[config.mk]
export PLATFORM = sky130hd
export DESIGN_NAME = freq_meas_sequencer
export DESIGN_NICKNAME = d
export VERILOG_FILES = /design/src/rtl/freq_meas_sequencer_pkg.sv /design/src/rtl/freq_meas_sequencer_sig_edge_sync.sv /design/src/rtl/freq_meas_sequencer.sv
export SDC_FILE = /design/constraint.sdc
export NUM_CORES = 1
export LEC_CHECK = 0
export ABC_CLOCK_PERIOD_IN_PS = 9850
export BUFFER_PORTS_ARGS = -buffer_cell sky130_fd_sc_hd__buf_2
export CAP_MARGIN = 40
export CORE_MARGIN = 2
export CORE_UTILIZATION = 29
export DETAILED_ROUTE_END_ITERATION = 6
export GPL_ROUTABILITY_DRIVEN = 0
export SLEW_MARGIN = 20
export SYNTH_ARGS = -nofsm -noshare
export SYNTH_HDL_FRONTEND = slang
export SYNTH_HIERARCHICAL = 1
export SYNTH_SLANG_ARGS = --single-unit
[constraint.sdc]
create_clock -name sysClk -period 9.85 [get_ports sysClk]
set_input_delay 1.97 -clock sysClk [delete_from_list [all_inputs] [get_ports sysClk]]
set_output_delay 1.97 -clock sysClk [all_outputs]
set_load 0.02 [all_outputs]
[src/rtl/freq_meas_sequencer_pkg.sv]
// Shared frequency-meter definitions: sequencer state encoding and default
// sizing constants used by the sequencer, settle timer and display logic.
package freq_meter_pkg;

  localparam int unsigned CLK_HZ          = 50_000_000;
  localparam int unsigned DEF_GATE_CYCLES = 50_000_000;  // 1 s gate at CLK_HZ
  localparam int unsigned DEF_CNT_W       = 32;

  typedef enum logic [1:0] {
    IDLE   = 2'd0,
    SETTLE = 2'd1,
    GATE   = 2'd2,
    HOLD   = 2'd3
  } meas_state_e;

endpackage

[src/rtl/freq_meas_sequencer_sig_edge_sync.sv]
// Brings the asynchronous measured signal into the sysClk domain and emits a
// one-cycle pulse for each rising edge. A rise appears as a pulse three edges
// after it is first sampled.
module sig_edge_sync (
  input  logic clk_i,
  input  logic rst_i,
  input  logic sig_i,
  output logic pulse_o
);

  logic sync1_q;
  logic sync2_q;
  logic prev_q;
  logic pulse_q;

  // Two-flop synchronizer, delayed copy and registered rise detect
  always_ff @(posedge clk_i or posedge rst_i) begin
    if (rst_i) begin
      sync1_q <= 1'b0;
      sync2_q <= 1'b0;
      prev_q  <= 1'b0;
      pulse_q <= 1'b0;
    end else begin
      sync1_q <= sig_i;
      sync2_q <= sync1_q;
      prev_q  <= sync2_q;
      pulse_q <= sync2_q & ~prev_q;
    end
  end

  assign pulse_o = pulse_q;

endmodule

[src/rtl/freq_meas_sequencer.sv]
// Frequency meter measurement sequencer: settle, fixed gate window edge
// count with saturation, then hold the result under a valid/ack handshake.
module freq_meas_sequencer
  import freq_meter_pkg::*;
#(
  parameter int unsigned CNT_W       = DEF_CNT_W,
  parameter int unsigned GATE_CYCLES = DEF_GATE_CYCLES
) (
  input  logic             sysClk,
  input  logic             sysRst,
  input  logic             start,
  input  logic             abort,
  input  logic             sigIn,
  input  logic             settle_done,
  output logic             settle_en,
  output logic             busy,
  output logic [CNT_W-1:0] result,
  output logic             overflow,
  output logic             result_valid,
  input  logic             result_ack
);

  localparam int unsigned      GCW       = $clog2(GATE_CYCLES + 1);
  localparam logic [GCW-1:0]   GATE_LAST = GCW'(GATE_CYCLES - 1);

  meas_state_e      state_q;
  logic [GCW-1:0]   gate_cnt_q;
  logic [CNT_W-1:0] edge_cnt_q;
  logic [CNT_W-1:0] edge_cnt_d;
  logic             sat_q;
  logic             sat_d;
  logic [CNT_W-1:0] result_q;
  logic             overflow_q;
  logic             settle_en_q;
  logic             busy_q;
  logic             valid_q;
  logic             edge_pulse;

  sig_edge_sync u_sync (
    .clk_i   (sysClk),
    .rst_i   (sysRst),
    .sig_i   (sigIn),
    .pulse_o (edge_pulse)
  );

  // Saturating edge count including the pulse present this cycle
  always_comb begin
    edge_cnt_d = edge_cnt_q;
    sat_d      = sat_q;
    if (edge_pulse) begin
      if (edge_cnt_q == '1) begin
        sat_d = 1'b1;
      end else begin
        edge_cnt_d = edge_cnt_q + 1'b1;
      end
    end
  end

  // Sequencer FSM with registered outputs; abort outranks every other input
  always_ff @(posedge sysClk or posedge sysRst) begin
    if (sysRst) begin
      state_q     <= IDLE;
      gate_cnt_q  <= '0;
      edge_cnt_q  <= '0;
      sat_q       <= 1'b0;
      result_q    <= '0;
      overflow_q  <= 1'b0;
      settle_en_q <= 1'b0;
      busy_q      <= 1'b0;
      valid_q     <= 1'b0;
    end else begin
      case (state_q)
        IDLE: begin
          if (start) begin
            state_q     <= SETTLE;
            settle_en_q <= 1'b1;
            busy_q      <= 1'b1;
          end
        end
        SETTLE: begin
          if (abort) begin
            state_q     <= IDLE;
            settle_en_q <= 1'b0;
            busy_q      <= 1'b0;
          end else if (settle_done) begin
            state_q     <= GATE;
            settle_en_q <= 1'b0;
            gate_cnt_q  <= '0;
            edge_cnt_q  <= '0;
            sat_q       <= 1'b0;
          end
        end
        GATE: begin
          if (abort) begin
            state_q <= IDLE;
            busy_q  <= 1'b0;
          end else begin
            edge_cnt_q <= edge_cnt_d;
            sat_q      <= sat_d;
            if (gate_cnt_q == GATE_LAST) begin
              // latch from the _d terms so a pulse in the final cycle counts
              result_q   <= edge_cnt_d;
              overflow_q <= sat_d;
              valid_q    <= 1'b1;
              state_q    <= HOLD;
            end else begin
              gate_cnt_q <= gate_cnt_q + 1'b1;
            end
          end
        end
        HOLD: begin
          if (abort || result_ack) begin
            state_q <= IDLE;
            valid_q <= 1'b0;
            busy_q  <= 1'b0;
          end
        end
        default: begin
          state_q     <= IDLE;
          settle_en_q <= 1'b0;
          busy_q      <= 1'b0;
          valid_q     <= 1'b0;
        end
      endcase
    end
  end

  assign settle_en    = settle_en_q;
  assign busy         = busy_q;
  assign result       = result_q;
  assign overflow     = overflow_q;
  assign result_valid = valid_q;

endmodule

==> results of run 1 <==
report_power, final:
part / total, W / switching (W) / internal (W)
logic: 0.000186 / 0.000123 / 0.0000631
registers: 0.000459 / 0.0000200 / 0.000439
clock network: 0.000350 / 0.000155 / 0.000195
area by class of cell:
cell class | count | share of cell area (%)
clock inverter | 4 | 0.830
sequential | 101 | 41.9
inverter | 8 | 0.539
clock buffer | 11 | 3.86
tap | 229 | 4.75
timing repair buffer | 52 | 5.02
multi-input combinational | 435 | 43.1
worst max-delay path: stages:
cell and delay (ps):
buf_2 90, mux2i_1 90, nor4b_1 570, nand3_1 360, nor4_1 400, xnor2_1 160
nor2_1 50
registers in the layout, summed over array words and instances (netlist names):
| register | flops |
|---|---|
| result_valid | 1 |
| edge_cnt_q | 32 |
| u_sync/sync1_q | 1 |
| u_sync/pulse_o | 1 |
| u_sync/prev_q | 1 |
| u_sync/sync2_q | 1 |
| state_q | 2 |
| gate_cnt_q | 26 |
| sat_q | 1 |
| result | 32 |
| busy | 1 |
| settle_en | 1 |
| overflow | 1 |
routing by layer:
layer | up-vias | GRT usage (%)
met1 | 1979 | 18.4
met4 | 0 | 2.66
met2 | 79 | 20.6
met5 | - | 0
met3 | 6 | 3.75
li1 | 2118 | -
kinds of logic (layout without fill, tap and decap cells):
group	after synthesis	count (layout)	share of synthesized area (%)
compound gates	130	130	15.1
fa+ha+maj	7	7	1.65
xor+xnor	49	49	8.09
simple gates	246	246	23.5
mux	3	3	0.590
buf+inv	39	75	3.44
flops	101	101	47.7
cell usage in the layout, fill, tap and decap left out, drive strengths merged, types with 5 or more instances in the layout:
cell type,count
clkbuf,11
inv,8
nand2,76
xor2,27
a31oi,19
buf,52
and3,12
and4,8
nand4,16
dfrtp,101
o21a,5
or4,5
a21oi,15
o21ai,62
nor4,5
ha,7
or3,12
o31ai,9
nand3,37
xnor2,22
nor3,14
nor2,43
Yosys cell counts (2+ instances only):
cell type	count	area, µm²
a2111oi_0	2	17.5
a21oi_1	15	75.1
a22o_1	3	26.3
a31oi_1	19	119
a32o_1	2	20.0
a41oi_1	4	35.0
and2_1	4	25.0
and3_1	12	75.1
and4_1	8	70.1
buf_2	5	25.0
buf_6	4	45.0
clkbuf_1	22	82.6
dfrtp_1	101	2530
ha_1	7	87.6
inv_1	8	30.0
mux2i_1	2	20.0
nand2_1	76	285
nand2b_1	3	18.8
nand3_1	37	185
nand3b_1	3	22.5
nand4_1	14	87.6
nand4_2	2	25.0
nor2_1	43	161
nor2b_1	3	18.8
nor3_1	14	70.1
nor4_1	4	25.0
o21a_1	5	37.5
o21ai_0	31	155
o21ai_1	31	155
o31a_1	3	26.3
o31ai_1	8	60.1
or3_1	11	68.8
or4_1	5	37.5
xnor2_1	22	193
xor2_1	27	236
per-stage QoR:
step                      hold WS (ps)  std cells  util, %  total power (W)
after floorplan                    331        575        -         0.000594
after global placement             334        821     31.7         0.000647
after detailed placement           335        824     31.9         0.000653
after CTS                          350        839     33.4          0.00101
after global routing               355        840     33.6          0.00105
final                              349        840     33.6         0.000995
worst paths after layout:
kind	slack, ps	depth (start not counted)	endpoint
worst min-delay path	350	0	u_sync/sync2_q
worst max-delay path	6370	7	gate_cnt_q[25]
max in group asynchronous	7380	4	gate_cnt_q[20]
worst max register to register	6930	6	result[31]
worst min register to register	350	0	u_sync/sync2_q
min in group asynchronous	1510	2	u_sync/pulse_o
==> impl_metrics.toml, run 1 <==
[clock_network]
cts_root_buf = "clkbuf_16"
hold_buffers = 0
cts_tree = "yes"
clock_latency_ps = 350
htreeDepth = 3
cts_sinks = 101
numCtsBuffers = 9
cts_buffer_depth = 2
cts_resized = 0
postCtsSetupBuffers = 0
clkTransAtPathRegs_ps = 60

[timing]
skew_ps = 10.1
final.setup.tns_ps = 0
fin_crit_sh_pct = 35.3
worstMarginPinSlew_ps = 733
layout_min_cycle_time_ps = 3480
finalMaxSlewViolations = 0
rsz0062_at_grt = "false"
max_freq_ghz = 0.287
slew_headroom_pct = 50.8
hold_viol = 0
setup_violations = 0
layout_setup_ws_ps = 6370

[logic_synthesis]
seq_area_frac_synth_pct = 47.7
async_flop_share_pct = 100
syn-cell-area_um2 = 5300
synth-edff-count = 0
synth_nets = 589
syn_inst = 575
yosysUniqueCellTypes = 50
synth_seq_cells = 101
yosys_warnings = 6
synthFlopType = "dfrtp_1"
syn_area_per_cell_um2 = 9.22

[critical_path]
end_kind = "register"
crit_start = "settle_done"
worstPathMaxFanout = 9
worstPathRequired_ps = 10070
start_kind = "primary input"
worstReg2RegStart = "edge_cnt_q[14]"
arrival_ps = 3700
worstSetupPathType = "primary input to register"

[cells_and_area]
layout-drive-gt1-share_pct = 12.6
multi_input_area_um2 = 2600
nFillCells = 1891
regArea_um2 = 2530
nNetsFinal = 621
area_growth_syn_to_layout_pct = 13.8
diodes = 0
finalInstanceArea_um2 = 6030

[floorplan]
start_util_pct = 29.5
die_h_um = 139
core_area_um2 = 18000
die_area_um2 = 19400
rows = 49
dieWidth_um = 139
ios = 43

[grt]
grt_usage_pct = 13.2
overflow = 0
grt_pass1_wl_um = 20800
grt_max_degree = 68
antenna_found_initial = 0
grt_pass1_vias = 3971

[routing]
finalWirelength_um = 12400
via_count = 4182
met2_length_um = 5720
top_layer = "met4"
ant_nets = 0
drt-met1-wl_um = 6040
firstDrtPassIters = 4
wl_met3_um = 532
wire_per_inst_um = 14.7
via_per_inst = 4.98
drt_iter0_drc = 222
drc = 0

[worst_hold_path]
hp-class = "register to register"
hold_path.startpoint = "u_sync/sync1_q"

[power_and_ir_drop]
ir_drop_mv = 0.116
p_leak_nw = 2.50
power.density_nw_per_um2 = 165

[run_status]
status = "finished clean"

[run]
cap_violations = 0

[place]
port_buffers = 42
dpl.hpwl_um = 8380
placed_area_um2 = 5720
pre_cts_slack_ps = 6010
(Power assumes the default switching activity.)
==> inputs of run 2 (changes only) <==
--- a/config.mk
+++ b/config.mk
@@ -5,7 +5,8 @@
 export SDC_FILE = /design/constraint.sdc
 export NUM_CORES = 1
 export LEC_CHECK = 0
-export ABC_CLOCK_PERIOD_IN_PS = 9850
+export ABC_AREA = 1
+export ABC_CLOCK_PERIOD_IN_PS = 3050
 export BUFFER_PORTS_ARGS = -buffer_cell sky130_fd_sc_hd__buf_2
 export CAP_MARGIN = 40
 export CORE_MARGIN = 2
==> constraint.sdc (replaced) <==
create_clock -name sysClk -period 3.05 [get_ports sysClk]
set_input_delay 0.61 -clock sysClk [delete_from_list [all_inputs] [get_ports sysClk]]
set_output_delay 0.61 -clock sysClk [all_outputs]
set_load 0.02 [all_outputs]
==> impl_metrics.toml, run 2 <==
[grt]
grt_usage_pct = 15.4
overflow = 0
grt_pass1_wl_um = 28000
antenna_found_initial = 0
grt_pass1_vias = 5636
grt_max_degree = 65

[routing]
drc = 0
ant_nets = 0
via_count = 5837
wl_met3_um = 708
top_layer = "met4"
met2_length_um = 7670
wire_per_inst_um = 12.9
finalWirelength_um = 16400
firstDrtPassIters = 5
via_per_inst = 4.59
drt-met1-wl_um = 7780
drt_iter0_drc = 389

[critical_path]
end_kind = "register"
worstPathRequired_ps = 3340
worstSetupPathType = "register to register"
cpMostUsedCell = "nand2_1"
critPathTopFamily = "simple AND/OR/NAND/NOR gates"
start_kind = "register"
reg2reg_slack_ps = 690
rr_worst_depth = 11
slowest_stage = "nand3_2"
cpPeakStageDelay_ps = 460
arrival_ps = 2650
worstSetupPathDepth = 11
crit_chain = "ha_1, inv_2, nor2_2, nand2_2, nor2_4, nand3_2, nand3_1, nand2_1, nand2_1, nand2_1, nand2_1"
worst-path-buf-inv = 1
worstPathMaxFanout = 27

[logic_synthesis]
synth.area.mux_share_pct = 0
seq_area_frac_synth_pct = 40.7
yosysTopAreaCell = "dfrtp_1"
yosys-top-cells-area = "dfrtp_1 41%, nand2_1 26%, nand3_1 8.1%"
syn_area_per_cell_um2 = 6.48
synth_top_cell_area_share_pct = 40.7
synth_seq_cells = 101
syn_inst = 957
async_flop_share_pct = 100
syn-cell-area_um2 = 6200
yosys_warnings = 6
synth_common_cells = "434 x nand2_1, 101 x dfrtp_1, 101 x nand3_1"
synthFlopType = "dfrtp_1"
synthXorXnorAreaFrac_pct = 1.84
synth.most_common_cell = "nand2_1"
synth_nets = 971
yosys.area_share.simple_pct = 44.6
synth_fa_ha_area_share_pct = 1.41
synth_compound_area_share_pct = 3.91
yosysUniqueCellTypes = 28
synth_top_family_by_area = "simple AND/OR/NAND/NOR gates"
synth-edff-count = 0

[clock_network]
cts_root_buf = "clkbuf_16"
cts_buffer_depth = 2
hold_buffers = 0
htreeDepth = 3
clock_latency_ps = 360
cts_sinks = 101
postCtsSetupBuffers = 0
cts_tree = "yes"
cts_resized = 0
numCtsBuffers = 9
clkTransAtPathRegs_ps = 70

[cells_and_area]
fin_util_pct = 33.6
nNetsFinal = 1005
final_common_cell = "nand2_1"
mostFrequentLayoutCells = "434 x nand2_1, 101 x nand3_1, 101 x dfrtp_1"
layout-drive-gt1-share_pct = 9.54
nFillCells = 2281
finalInstanceArea_um2 = 7070
diodes = 0
area_growth_syn_to_layout_pct = 13.9

[run_status]
status = "finished clean"

[floorplan]
core_area_um2 = 21000
die_h_um = 150
die_area_um2 = 22600
dieWidth_um = 150
rows = 53
start_util_pct = 29.5
ios = 43

[timing]
layout_setup_ws_ps = 693
fin_crit_sh_pct = 77.3
final.setup.tns_ps = 0
max_freq_ghz = 0.424
hold_viol = 0
rsz0062_at_grt = "false"
finalMaxSlewViolations = 0
setup_violations = 0
worstMarginPinSlew_ps = 579
layout_min_cycle_time_ps = 2360
skew_ps = 10.2
slew_headroom_pct = 61.3

[place]
placed_area_um2 = 6720
pre_cts_slack_ps = 699
dpl.hpwl_um = 11800
port_buffers = 42

[power_and_ir_drop]
p_leak_nw = 3.45
power.density_nw_per_um2 = 492
ir_drop_mv = 0.267

[worst_hold_path]
hp-class = "primary input to asynchronous set/reset pin"

[run]
cap_violations = 0
[run 2: cell types whose count changed after synthesis, moves of 11 or more]
cell	before	now
nor2_1	43	98
nand2_1	76	434
and3_1	12	0
nand3_1	37	101
o21ai_1	31	20
clkbuf_1	22	10
a31oi_1	19	0
or3_1	11	0
xnor2_1	22	2
o21ai_0	31	19
xor2_1	27	11
inv_1	8	77
[run 2: power breakdown]
group	switching (W)	internal, W	leakage [nW]
combinational	0.000448	0.000166	1.89
sequential	0.0000948	0.00142	1.40
clock	0.000531	0.000823	0.165
total	0.00107	0.00241	3.45
[run 2: path summary, 6_finish.rpt]
path | from | to
max | edge_cnt_q[0] | result[12]
min | sysRst | u_sync/sync1_q
max reg2reg | edge_cnt_q[0] | result[12]
min reg2reg | u_sync/sync1_q | u_sync/sync2_q
max in group asynchronous | sysRst | result[5]
min in group sysClk | sigIn | u_sync/sync1_q
[run 2: area by class of cell]
cell class,count,area (µm²),share of cell area [%]
clock buffers,10,239,3.38
clock inverters,6,110,1.56
inverters,87,330,4.67
multi-input cells,741,3210,45.5
flip-flops and latches,101,2530,35.8
well taps,275,344,4.87
repair buffers,51,303,4.28
[run 2: through the flow]
stage	power, W	hold slack [ps]	instances
5_1_grt	0.00368	150	1271
3_5_place_dp	0.00215	340	1255
6_report	0.00348	142	1271
4_1_cts	0.00353	138	1271
3_3_place_gp	0.00215	336	1255
2_1_floorplan	0.00201	331	957
[run 2: cells by family after synthesis]
logic type / after synthesis
AOI/OAI and AO/OA: 47
buffers and inverters: 115
xor gates and xnor gates: 13
and+or+nand+nor: 674
DFF: 101
adders and majority gates: 7
[run 2: routing by layer]
layer	vias to the layer above	global-route usage, %
li1	3037	-
met1	2674	20.6
met2	108	25.3
met3	18	3.55
met4	0	3.73
met5	-	0
==> inputs of run 3 (changes only) <==
--- a/config.mk
+++ b/config.mk
@@ -5,8 +5,8 @@
 export SDC_FILE = /design/constraint.sdc
 export NUM_CORES = 1
 export LEC_CHECK = 0
-export ABC_AREA = 1
-export ABC_CLOCK_PERIOD_IN_PS = 3050
+export ABC_AREA = 0
+export ABC_CLOCK_PERIOD_IN_PS = 2120
 export BUFFER_PORTS_ARGS = -buffer_cell sky130_fd_sc_hd__buf_2
 export CAP_MARGIN = 40
 export CORE_MARGIN = 2
==> constraint.sdc (replaced) <==
create_clock -name sysClk -period 2.12 [get_ports sysClk]
set_input_delay 0.424 -clock sysClk [delete_from_list [all_inputs] [get_ports sysClk]]
set_output_delay 0.424 -clock sysClk [all_outputs]
set_load 0.02 [all_outputs]
==> impl_metrics.toml, run 3 (synthesized netlist as in run 1, its figures left out) <==
[routing]
wl_met3_um = 579
wire_per_inst_um = 14.7
via_count = 4608
finalWirelength_um = 13800
top_layer = "met4"
drt_iter0_drc = 286
ant_nets = 0
drt-met1-wl_um = 6460
drc = 0
met2_length_um = 6610
firstDrtPassIters = 4
via_per_inst = 4.89

[cells_and_area]
diodes = 0
final_common_cell = "dfrtp_1"
mostFrequentLayoutCells = "101 x dfrtp_1, 97 x buf_4, 75 x nand2_1"
nFillCells = 1787
layout-drive-gt1-share_pct = 30.8
finalInstanceArea_um2 = 7150
area_growth_syn_to_layout_pct = 34.9
nNetsFinal = 723

[clock_network]
numCtsBuffers = 9
cts_buffer_depth = 2
cts_tree = "yes"
cts_root_buf = "clkbuf_16"
htreeDepth = 3
clkTransAtPathRegs_ps = 70
cts_sinks = 101
clock_latency_ps = 360

[critical_path]
rr_worst_depth = 7
worstPathRequired_ps = 2370
crit_chain = "or4b_4, or3_1, or3_4, or3_4, clkbuf_16, nand2_1, o21ai_1"
end_kind = "register"
cpMostUsedCell = "or3_4"
start_kind = "register"
cpPeakStageDelay_ps = 530
slowest_stage = "or4b_4"
reg2reg_slack_ps = -320
arrival_ps = 2690
worstPathMaxFanout = 22
worstReg2RegStart = "gate_cnt_q[9]"
worstSetupPathType = "register to register"
crit_start = "gate_cnt_q[9]"
r2r_end = "result[5]"

[timing]
hold_viol = 0
hold-worst-slack_ps = 172
fin_crit_sh_pct = 115
setup_violations = 55
slew_headroom_pct = 64.4
worstMarginPinSlew_ps = 534
skew_ps = 9.09
rsz0062_at_grt = "true"
final.setup.tns_ps = -12560
layout_min_cycle_time_ps = 2440
max_freq_ghz = 0.410
finalMaxSlewViolations = 0
layout_setup_ws_ps = -320

[place]
port_buffers = 42
dpl.hpwl_um = 9380
placed_area_um2 = 6520

[worst_hold_path]
hp-class = "primary input to register"
hold_path.startpoint = "sigIn"
min_to = "u_sync/sync1_q"
whs_path_depth = 1

[grt]
antenna_found_initial = 0
grt_pass1_wl_um = 22600
grt_pass1_vias = 4482
grt_usage_pct = 14.3
overflow = 0
grt_max_degree = 98

[run_status]
status = "finished, violations left"
violations = "negative setup slack"

[floorplan]
rows = 49
ios = 43
start_util_pct = 29.5
dieWidth_um = 139
die_h_um = 139
core_area_um2 = 18000
die_area_um2 = 19400

[power_and_ir_drop]
ir_drop_mv = 0.367
power.density_nw_per_um2 = 682
p_leak_nw = 3.08

[run]
cap_violations = 0
run 3: cell type report:
type	instances	area [µm²]	area share (%)
multi-input cells	437	2870	40.1
flip-flops and latches	101	2530	35.3
repair buffers	152	1140	15.9
well taps	229	287	4.01
clock buffers	12	246	3.45
clock inverters	4	47.5	0.665
inverters	8	33.8	0.472
run 3: worst max path at each step:
stage               cells after the start    endpoint
floorplan                               9  result[10]
global placement                        7    overflow
detailed placement                      7    overflow
CTS                                     7  result[15]
global route                            7   result[7]
finish                                  7   result[5]
run 3: metal layers:
metal | GRT usage, % | vias up
li1 | - | 2337
met1 | 19.0 | 2193
met3 | 3.58 | 8
met2 | 23.0 | 70
met4 | 4.84 | 0
met5 | 0 | -
run 3: critical path: cells and delay by family (launching register included):
family	cells	cell delay [ps]
compound gates	1	50
buf+inv	1	210
flops	1	380
simple gates	5	1680
run 3: timing repair:
| action | CTS | global route |
|---|---|---|
| gates cloned | 1 | 2 |
| hold buffers | 1 | 0 |
| hold endpoints to repair | 4 | 0 |
| buffers inserted | 2 | 10 |
| endpoints found under the setup margin | 55 | 73 |
| pin swaps | 2 | 24 |
| gates resized for setup | 10 | 35 |
run 3: power breakdown:
group / switching (W) / total [W] / leakage (nW) / internal [W]
logic: 0.000650 / 0.00110 / 1.62 / 0.000447
registers: 0.0000722 / 0.00211 / 1.31 / 0.00204
clock network: 0.000721 / 0.00167 / 0.143 / 0.000945
run 3: metrics by stage:
stage          utilization [%]  power, W  setup WS (ps)  instances
5_1_grt                   39.8   0.00516           -378        943
6_report                  39.8   0.00487           -320        943
3_5_place_dp              36.3   0.00318           -299        911
3_3_place_gp              36.3   0.00317           -282        911
4_1_cts                   38.3   0.00489           -279        931
2_1_floorplan                -   0.00277           -392        575
